File: src/rtl/rvv_stim_sequencer.sv
// RVV stimulus sequencer: replays a stimulus table into a vector core, tracks outstanding
// instructions, sources load data and sinks stores. Define STIM_RAND_STALL_EN for LFSR load/store stalls.

package rvv_stim_pkg;
  typedef logic [4:0]  insn_id_t;
  typedef logic [31:0] vrf_data_t;

  typedef struct packed {
    logic [7:0] vl;
    logic [2:0] vsew;
    logic [2:0] vlmul;
  } vec_context_t;

  typedef struct packed {
    logic [31:0]  insn;
    insn_id_t     id;
    vec_context_t ctx;
  } stimulus_t;
endpackage

module rvv_stim_load_ch import rvv_stim_pkg::*; #(
  parameter int unsigned Step = 2,
  parameter int unsigned Init = 0
) (
  input  logic      clk_i,
  input  logic      rst_ni,
  input  logic      stall_i,
  input  logic      ready_i,
  output logic      valid_o,
  output vrf_data_t data_o
);
  vrf_data_t cnt_q;

  assign valid_o = !stall_i;
  assign data_o  = cnt_q;

  always_ff @(posedge clk_i) begin
    if (!rst_ni)                cnt_q <= vrf_data_t'(Init);
    else if (valid_o && ready_i) cnt_q <= cnt_q + vrf_data_t'(Step);
  end
endmodule

module rvv_stim_sequencer import rvv_stim_pkg::*; #(
  parameter int unsigned NumStimulus      = 16,
  parameter int unsigned NumLoadCh        = 2,
  parameter int unsigned OutstandingDepth = 4,
  parameter int unsigned CommitLatency    = 2,
  localparam int unsigned AW = (NumStimulus > 1) ? $clog2(NumStimulus) : 1
) (
  input  logic                            clk_i,
  input  logic                            rst_ni,
  input  logic                            tbl_we_i,
  input  logic [AW-1:0]                   tbl_addr_i,
  input  stimulus_t                       tbl_data_i,
  input  logic                            start_i,
  input  logic                            flush_req_i,
  output logic                            valid_o,
  input  logic                            ready_i,
  output logic [31:0]                     insn_o,
  output insn_id_t                        insn_id_o,
  output vec_context_t                    vec_context_o,
  output logic                            flush_o,
  output logic                            insn_can_commit_o,
  output insn_id_t                        insn_can_commit_id_o,
  input  logic                            done_i,
  input  insn_id_t                        done_insn_id_i,
  input  logic                            illegal_insn_i,
  output logic [NumLoadCh-1:0]            load_op_valid_o,
  input  logic [NumLoadCh-1:0]            load_op_ready_i,
  output vrf_data_t [NumLoadCh-1:0]       load_op_o,
  input  logic                            store_op_valid_i,
  input  vrf_data_t                       store_op_i,
  output logic                            store_op_gnt_o,
  output logic [31:0]                     store_cnt_o,
  output vrf_data_t                       store_xor_o,
  output logic                            sim_done_o,
  output logic                            flushed_o,
  output logic                            err_o
);
  localparam int unsigned CW   = $clog2(NumStimulus + 1);
  localparam int unsigned PW   = (OutstandingDepth > 1) ? $clog2(OutstandingDepth) : 1;
  localparam int unsigned OW   = $clog2(OutstandingDepth + 1);
  localparam int unsigned AgeW = $clog2(CommitLatency + 2);

  typedef enum logic [1:0] {IDLE, RUN, DRAIN, DONE} state_e;

  state_e          state_q;
  logic [CW-1:0]   issue_cnt_q, done_cnt_q;
  logic [PW-1:0]   rd_ptr_q, wr_ptr_q;
  logic [OW-1:0]   fifo_cnt_q;
  stimulus_t       tbl_q [NumStimulus];
  insn_id_t        id_q  [OutstandingDepth];
  logic [AgeW-1:0] age_q [OutstandingDepth];
  stimulus_t       cur;
  logic            hs, pop, fifo_empty, stall;

  function automatic logic [PW-1:0] ptr_inc(input logic [PW-1:0] p);
    return (p == PW'(OutstandingDepth - 1)) ? '0 : p + PW'(1);
  endfunction

  // Table is deliberately not reset so a stimulus set survives a mid-run reset.
  always_ff @(posedge clk_i) begin
    if (tbl_we_i && (state_q == IDLE || state_q == DONE)) tbl_q[tbl_addr_i] <= tbl_data_i;
  end

  assign cur           = tbl_q[issue_cnt_q[AW-1:0]];
  assign insn_o        = cur.insn;
  assign insn_id_o     = cur.id;
  assign vec_context_o = cur.ctx;

  assign fifo_empty = (fifo_cnt_q == '0);
  assign valid_o    = (state_q == RUN) && (fifo_cnt_q != OW'(OutstandingDepth));
  assign hs         = valid_o && ready_i;
  assign pop        = done_i && !fifo_empty;

  assign insn_can_commit_o    = !fifo_empty && (age_q[rd_ptr_q] >= AgeW'(CommitLatency));
  assign insn_can_commit_id_o = id_q[rd_ptr_q];
  assign sim_done_o           = (state_q == DONE);

  // Ages saturate at the commit latency; a push lands with age 0.
  always_ff @(posedge clk_i) begin
    for (int i = 0; i < OutstandingDepth; i++) begin
      if (age_q[i] != AgeW'(CommitLatency)) age_q[i] <= age_q[i] + AgeW'(1);
    end
    if (hs) begin
      id_q[wr_ptr_q]  <= cur.id;
      age_q[wr_ptr_q] <= '0;
    end
  end

  always_ff @(posedge clk_i) begin
    if (!rst_ni) begin
      state_q     <= IDLE;
      issue_cnt_q <= '0;
      done_cnt_q  <= '0;
      rd_ptr_q    <= '0;
      wr_ptr_q    <= '0;
      fifo_cnt_q  <= '0;
      flush_o     <= 1'b0;
      flushed_o   <= 1'b0;
      err_o       <= 1'b0;
    end else begin
      flush_o <= 1'b0;
      if (hs)  wr_ptr_q <= ptr_inc(wr_ptr_q);
      if (pop) begin
        rd_ptr_q   <= ptr_inc(rd_ptr_q);
        done_cnt_q <= done_cnt_q + CW'(1);
      end
      case ({hs, pop})
        2'b10:   fifo_cnt_q <= fifo_cnt_q + OW'(1);
        2'b01:   fifo_cnt_q <= fifo_cnt_q - OW'(1);
        default: fifo_cnt_q <= fifo_cnt_q;
      endcase

      case (state_q)
        IDLE, DONE: begin
          if (start_i) begin
            state_q     <= RUN;
            issue_cnt_q <= '0;
            done_cnt_q  <= '0;
            rd_ptr_q    <= '0;
            wr_ptr_q    <= '0;
            fifo_cnt_q  <= '0;
            err_o       <= 1'b0;
            flushed_o   <= 1'b0;
          end
        end
        RUN: begin
          if (hs) begin
            issue_cnt_q <= issue_cnt_q + CW'(1);
            if (issue_cnt_q == CW'(NumStimulus - 1)) state_q <= DRAIN;
          end
        end
        DRAIN: begin
          if (done_cnt_q == CW'(NumStimulus) && fifo_empty) state_q <= DONE;
        end
        default: state_q <= IDLE;
      endcase

      if (flush_req_i && (state_q == RUN || state_q == DRAIN)) begin
        flush_o    <= 1'b1;
        flushed_o  <= 1'b1;
        state_q    <= DONE;
        rd_ptr_q   <= '0;
        wr_ptr_q   <= '0;
        fifo_cnt_q <= '0;
      end

      // Error sets come last so they win over the clear done by start_i.
      if (done_i && (fifo_empty || done_insn_id_i != id_q[rd_ptr_q])) err_o <= 1'b1;
      if (illegal_insn_i) err_o <= 1'b1;
    end
  end

`ifdef STIM_RAND_STALL_EN
  logic [15:0] lfsr_q;
  always_ff @(posedge clk_i) begin
    if (!rst_ni) lfsr_q <= 16'hACE1;
    else         lfsr_q <= {lfsr_q[0] ^ lfsr_q[2] ^ lfsr_q[3] ^ lfsr_q[5], lfsr_q[15:1]};
  end
  assign stall = lfsr_q[0];
`else
  assign stall = 1'b0;
`endif

  for (genvar c = 0; c < NumLoadCh; c++) begin : g_ld
    rvv_stim_load_ch #(.Step(NumLoadCh), .Init(c)) u_ch (
      .clk_i   (clk_i),
      .rst_ni  (rst_ni),
      .stall_i (stall),
      .ready_i (load_op_ready_i[c]),
      .valid_o (load_op_valid_o[c]),
      .data_o  (load_op_o[c])
    );
  end

  assign store_op_gnt_o = store_op_valid_i && !stall;

  always_ff @(posedge clk_i) begin
    if (!rst_ni) begin
      store_cnt_o <= '0;
      store_xor_o <= '0;
    end else if (store_op_gnt_o) begin
      store_cnt_o <= store_cnt_o + 32'd1;
      store_xor_o <= store_xor_o ^ store_op_i;
    end
  end
endmodule
File: config.mk
export PLATFORM = sky130hd
export DESIGN_NAME = rvv_stim_sequencer
export DESIGN_NICKNAME = d
export VERILOG_FILES = /design/src/rtl/rvv_stim_sequencer.sv
export SDC_FILE = /design/constraint.sdc
export NUM_CORES = 1
export LEC_CHECK = 0
export ABC_CLOCK_PERIOD_IN_PS = 13200
export CAP_MARGIN = 20
export CORE_MARGIN = 5
export CORE_UTILIZATION = 50
export DETAILED_ROUTE_END_ITERATION = 12
export DONT_BUFFER_PORTS = 1
export PLACE_DENSITY_LB_ADDON = 0.12
export SKIP_LAST_GASP = 1
export SLEW_MARGIN = 15
export SYNTH_ARGS = -nofsm -noshare
export SYNTH_HDL_FRONTEND = slang
export SYNTH_SLANG_ARGS = --single-unit
File: constraint.sdc
create_clock -name clk_i -period 13.2 [get_ports clk_i]
set_clock_uncertainty 0.1 [all_clocks]
set_input_delay 2.64 -clock clk_i [delete_from_list [all_inputs] [get_ports clk_i]]
set_output_delay 2.64 -clock clk_i [all_outputs]
set_load 0.02 [all_outputs]
==> results of run 1 <==
-- routing by layer --
layer  GRT usage [%]  wire length [µm]  share of wire, %  up-vias
met1            25.6             32600                39     9604
met2            35.4             43700                52      534
met5               0                 0                 0        -
met4            4.88              1820               2.2        0
li1                -                 -                 -     8026
met3            5.47              6450               7.6      117
-- report_power, final --
| group | switching, mW | internal [mW] |
|---|---|---|
| clock network | 1.16 | 1.65 |
| registers | 0.0723 | 3.51 |
| logic | 0.387 | 0.351 |
| total | 1.62 | 5.51 |
-- synthesized netlist by cell type (13+ instances only) --
library cell / instances
nand3_1: 26
edfxtp_1: 836
nand2_1: 72
ha_1: 20
clkbuf_1: 56
xnor2_1: 55
and4_1: 14
nor3_1: 19
xor2_1: 71
nor4_1: 13
a21oi_1: 21
dfxtp_1: 160
nand4_1: 32
buf_4: 21
inv_1: 33
mux2i_1: 19
or3_1: 13
mux4_2: 259
o21ai_0: 13
nor2_1: 155
-- worst min path at each step --
stage | startpoint | end | slack (ns) | depth (start not counted)
after floorplan | issue_cnt_q[4] | issue_cnt_q[4] | 0.36 | 2
after global placement | fifo_cnt_q[2] | fifo_cnt_q[2] | 0.38 | 2
after detailed placement | issue_cnt_q[2] | register | 0.39 | 2
after CTS | issue_cnt_q[2] | register | 0.41 | 2
after global routing | fifo_cnt_q[2] | fifo_cnt_q[2] | 0.43 | 2
final | issue_cnt_q[4] | issue_cnt_q[4] | 0.40 | 2
-- worst min-delay path, delay by kind of cell (launching register included) --
family	cells	cell delay, ns
muxes	1	0.07
and+or+nand+nor	1	0.07
DFF	1	0.33
-- cells by family after synthesis --
| family | Yosys count | share of synthesized area [%] |
|---|---|---|
| buf+inv | 128 | 1.52 |
| simple gates | 397 | 5.14 |
| xor+xnor | 126 | 2.86 |
| mux | 278 | 15.6 |
| fa+ha+maj | 21 | 0.701 |
| other cells | 2 | 0.0195 |
| compound gates | 48 | 0.740 |
| flops | 996 | 73.4 |
-- sequential cells by signal, indices dropped and copies added, names as in the netlist, 3 cells and up, named ones only --
signal,count
age_q,8
done_cnt_q,5
fifo_cnt_q,3
g_ld.u_ch.data_o,62
id_q,20
issue_cnt_q,5
store_cnt_o,32
store_xor_o,32
tbl_q,816
-- per-stage QoR --
step / util [%] / worst slack [ns]
after global placement: 52.1 / 7.13
after global routing: 56.5 / 6.28
final: 56.5 / 6.45
after CTS: 56.4 / 6.40
after detailed placement: 52.1 / 7.11
after floorplan: - / 6.02
-- area by class of cell --
class                           instances  area (µm²)
Fill cell                            5729       33200
Sequential cell                       996       28300
Multi-Input combinational cell        874        9790
Clock buffer                          125        2670
Tap cell                             1030        1290
Clock inverter                         57         607
Timing Repair Buffer                   27         228
Inverter                               33         125
Antenna cell                            1        2.50
==> impl_metrics.env, run 1 <==
export IMPL_cts_hold_buf=0
export IMPL_start_kind="register"
export IMPL_fmax_mhz=148
export IMPL_yosys_warnings=0
export IMPL_clkTransAtPathRegs_ns=0.06
export IMPL_cts_buffers=102
export IMPL_holdWs_ns=0.405
export IMPL_grt_usage_pct=20.3
export IMPL_cpPeakStageDelay_ns=0.83
export IMPL_htree_num_levels=3
export IMPL_worstMarginPinSlew_ns=1.13
export IMPL_final_nets=2158
export IMPL_clock_root_buffer="clkbuf_16"
export IMPL_routedWlPerCell_um=26.9
export IMPL_setup_viol=0
export IMPL_antenna_found_initial=1
export IMPL_yosys_register_bits=996
export IMPL_grt_max_degree=110
export IMPL_p_total_mw=7.14
export IMPL_dpl_hpwl_mm=45.6
export IMPL_reg2reg_depth=4
export IMPL_post_cts_buffers=0
export IMPL_vdd_ir_drop_max_v=0.000119
export IMPL_synth_area_leaders="edfxtp_1 65%, mux4_2 15%, dfxtp_1 8.3%, xor2_1 1.6%, nor2_1 1.5%"
export IMPL_synth_edf_count=836
export IMPL_r2r_end="id_q[3][0]"
export IMPL_synthesis_area_um2=38600
export IMPL_postPlaceCellArea_um2=39700
export IMPL_path_max_fanout=54
export IMPL_stdcell_area_um2=43000
export IMPL_ys_async_sr_fraction_pct=0
export IMPL_ys_types=50
export IMPL_drive_above_1_share_pct=21.6
export IMPL_clock_path_buffers=3
export IMPL_via_count=18300
export IMPL_syn_inst=1996
export IMPL_worstSetupPathDepth=4
export IMPL_status="completed"
export IMPL_postSynthAreaPerCell_um2=19.3
export IMPL_hold_violations=0
export IMPL_final_common_cell="edfxtp_1"
export IMPL_critical_path_buf_inv_count=2
export IMPL_fp_coreArea_um2=76200
export IMPL_place_congestion=0.772
export IMPL_path_cells="buf_4 > buf_4 > mux4_2 > mux4_2"
export IMPL_drc=0
export IMPL_path_delay_family="buffers and inverters"
export IMPL_clkSinkCount=996
export IMPL_finalCritPeriodShare_pct=51.1
export IMPL_critPathArrivalTime_ns=4.01
export IMPL_wl_mm=84.6
export IMPL_dr_pass1_iters=5
export IMPL_clk_latency_ns=0.65
export IMPL_slew_viol_final=0
export IMPL_core_rowCount=101
export IMPL_cp_endpoint="vec_context_o[2]"
export IMPL_area_growth_pct=11.6
export IMPL_overflow=0
export IMPL_p_per_area_nw_per_um2=166
export IMPL_place_inst=2959
export IMPL_start_util_pct=50.6
export IMPL_ff2ff_setup_slack_ns=9.48
export IMPL_critical_path_class="register to output port"
export IMPL_dieArea_um2=82800
export IMPL_maxCapViolCount=0
export IMPL_final_cell_mix="836 x edfxtp_1, 259 x mux4_2, 156 x dfxtp_1, 143 x nor2_1, 103 x clkbuf_16"
export IMPL_cts_resized=0
export IMPL_maxSlewHeadroom_pct=24.6
export IMPL_hold_class="register to register"
export IMPL_crit_slowest_cell="dfxtp_4"
export IMPL_ioPinCount=296
export IMPL_grt_pass1_wl_mm=124
export IMPL_p_leak_nw=13.2
export IMPL_port_buffers=0
export IMPL_setup_tns_final_ns=0
export IMPL_rsz0062_at_grt="no"
export IMPL_die_h_um=288
export IMPL_fp_dieW_um=288
export IMPL_synth_ff_type="edfxtp_1"
export IMPL_end_kind="output port"
export IMPL_ys_seq_area_share_pct=73.4
export IMPL_period_minus_slack_ns=6.75
export IMPL_fin_cells=3143
export IMPL_drt_iter0_drc=1532
export IMPL_viasPerCell=5.82
export IMPL_first_global_vias=18900
export IMPL_synth_top_area_share_pct=65.1
export IMPL_yosys_area_top_type="edfxtp_1"
export IMPL_required_ns=10.46
export IMPL_cts_tree="yes"
export IMPL_final_antenna_net_count=0
(Power assumes the default switching activity.)
==> inputs of run 2 (changes only) <==
--- a/config.mk
+++ b/config.mk
@@ -5,7 +5,7 @@
 export SDC_FILE = /design/constraint.sdc
 export NUM_CORES = 1
 export LEC_CHECK = 0
-export ABC_CLOCK_PERIOD_IN_PS = 13200
+export ABC_CLOCK_PERIOD_IN_PS = 5600
 export CAP_MARGIN = 20
 export CORE_MARGIN = 5
 export CORE_UTILIZATION = 50
==> constraint.sdc (replaced) <==
create_clock -name clk_i -period 5.6 [get_ports clk_i]
set_clock_uncertainty 0.1 [all_clocks]
set_input_delay 1.12 -clock clk_i [delete_from_list [all_inputs] [get_ports clk_i]]
set_output_delay 1.12 -clock clk_i [all_outputs]
set_load 0.02 [all_outputs]
==> run 2 against run 1 <==
Clock power up 140%; count of clock-buffer cells in the layout rose by 6; global-route usage grew 0.37 points; hold slack improved by 0.0037 ns; sequential share of layout area is 0.66 points lower; combinational power rose by 140%; largest cell class unchanged; first-iteration DRC count decreased by 12%; core utilization rose by 0.58 points; final cell count rose by 0.70%; via count is 1.0% higher; sequential power grew 140%.
==> impl_metrics.env, run 2 (synthesis gave the netlist of run 1 again) <==
export IMPL_status="completed"
export IMPL_viasPerCell=5.83
export IMPL_finalCritPeriodShare_pct=77.4
export IMPL_path_cells="buf_4 > mux4_2 > mux4_2"
export IMPL_first_global_vias=19200
export IMPL_dr_pass1_iters=5
export IMPL_min_to="issue_cnt_q[4]"
export IMPL_hold_class="register to register"
export IMPL_ioPinCount=296
export IMPL_post_cts_buffers=0
export IMPL_fin_cells=3165
export IMPL_path_delay_family="multiplexers"
export IMPL_port_buffers=0
export IMPL_path_max_fanout=32
export IMPL_final_common_cell="edfxtp_1"
export IMPL_largest_register_ffs=816
export IMPL_setup_tns_final_ns=0
export IMPL_setup_viol=0
export IMPL_dieArea_um2=82800
export IMPL_clkSinkCount=996
export IMPL_place_congestion=0.772
export IMPL_critical_path_class="register to output port"
export IMPL_worstMarginPinSlew_ns=0.986
export IMPL_clk_latency_ns=0.66
export IMPL_stdcell_area_um2=43500
export IMPL_grt_usage_pct=20.7
export IMPL_cts_buffers=102
export IMPL_wl_mm=85.6
export IMPL_htree_num_levels=3
export IMPL_hp_start="issue_cnt_q[4]"
export IMPL_die_h_um=288
export IMPL_clock_root_buffer="clkbuf_16"
export IMPL_fp_dieW_um=288
export IMPL_vdd_ir_drop_max_v=0.000254
export IMPL_area_growth_pct=12.7
export IMPL_maxSlewHeadroom_pct=34.1
export IMPL_rsz0062_at_grt="no"
export IMPL_maxCapViolCount=0
export IMPL_critPathArrivalTime_ns=3.11
export IMPL_p_per_area_nw_per_um2=393
export IMPL_hold_depth=2
export IMPL_clkTransAtPathRegs_ns=0.06
export IMPL_grt_pass1_wl_mm=127
export IMPL_timing_final_ws_setup_ns=1.27
export IMPL_fp_coreArea_um2=76200
export IMPL_r2r_end="tbl_q[3][47]"
export IMPL_antenna_found_initial=1
export IMPL_p_leak_nw=13.4
export IMPL_crit_slowest_cell="dfxtp_4"
export IMPL_core_rowCount=101
export IMPL_r2r_start="state_q[0]"
export IMPL_place_inst=2976
export IMPL_via_count=18500
export IMPL_final_nets=2174
export IMPL_crit_top_cell="mux4_2"
export IMPL_start_util_pct=50.6
export IMPL_dpl_hpwl_mm=48.5
export IMPL_reg2reg_depth=6
export IMPL_cts_tree="yes"
export IMPL_routedWlPerCell_um=27.0
export IMPL_ff2ff_setup_slack_ns=2.25
export IMPL_cts_resized=0
export IMPL_drt_iter0_drc=1355
export IMPL_pre_cts_ws_ns=1.85
export IMPL_end_kind="output port"
export IMPL_final_antenna_net_count=0
export IMPL_start_kind="register"
export IMPL_fmax_mhz=231
export IMPL_final_core_util_pct=57.0
export IMPL_postPlaceCellArea_um2=40000
export IMPL_hold_violations=0
export IMPL_cts_hold_buf=0
export IMPL_slew_viol_final=0
export IMPL_final_cell_mix="836 x edfxtp_1, 259 x mux4_2, 156 x dfxtp_1, 143 x nor2_1, 103 x clkbuf_16"
export IMPL_critical_path_buf_inv_count=1
export IMPL_drive_above_1_share_pct=22.9
export IMPL_period_minus_slack_ns=4.33
export IMPL_regMostFlops="tbl_q"
export IMPL_cpPeakStageDelay_ns=0.82
export IMPL_clock_path_buffers=3
export IMPL_grt_max_degree=65
export IMPL_drc=0
export IMPL_overflow=0
export IMPL_required_ns=4.38
==> run 2: cell count changes in the layout (fill, tap and decap cells not counted), moves of 3 or more <==
cell        change
clkinv_1       -13
buf_12         +11
clkinv_2        +5
buf_4           +4
clkinvlp_4      +4
clkbuf_1        +3
clkbuf_8        +3
==> run 2: report_power, final <==
group | internal, mW | total (mW) | switching, mW | leakage (nW)
Combinational | 0.859 | 1.77 | 0.911 | 2.94
Clock | 4.02 | 6.84 | 2.83 | 1.66
Sequential | 8.28 | 8.47 | 0.184 | 8.84
==> run 2: metal layers <==
metal,track usage [%],wire [µm]
met1,26.5,33700
met2,36.1,44200
met3,4.96,6100
met4,4.86,1590
met5,0,0
==> run 2: layout make-up <==
class                      instances  area [µm²]
clock inverter                    57         709
timing repair buffer              43         505
sequential                       996       28300
multi-input combinational        874        9800
inverter                          33         125
tap                             1030        1290
clock buffer                     131        2720
fill                            5663       32700
antenna                            1        2.50
==> run 2: per-stage QoR <==
step	hold WS [ns]	total power [mW]
after floorplan	0.360	10.0
after global placement	0.376	10.4
after detailed placement	0.389	10.4
final	0.408	17.1
after CTS	0.393	17.3
after global routing	0.405	17.7
==> run 2: worst max-delay path by stage <==
| stage | startpoint | endpoint | slack [ns] | cells after the start |
|---|---|---|---|---|
| 3_3_place_gp | register | insn_id_o[1] | 1.90 | 3 |
| 4_1_cts | register | insn_id_o[0] | 1.13 | 3 |
| 5_1_grt | register | insn_id_o[1] | 1.06 | 3 |
| 3_5_place_dp | register | insn_id_o[0] | 1.85 | 3 |
| 2_1_floorplan | tbl_addr_i[3] | tbl_q[4][0] | 0.13 | 2 |
| 6_report | register | insn_id_o[4] | 1.27 | 3 |
==> run 2: worst min-delay path, delay by kind of cell, from the launching register on <==
kind | cells | cell delay (ns)
DFF | 1 | 0.33
and+or+nand+nor | 1 | 0.07
muxes | 1 | 0.07
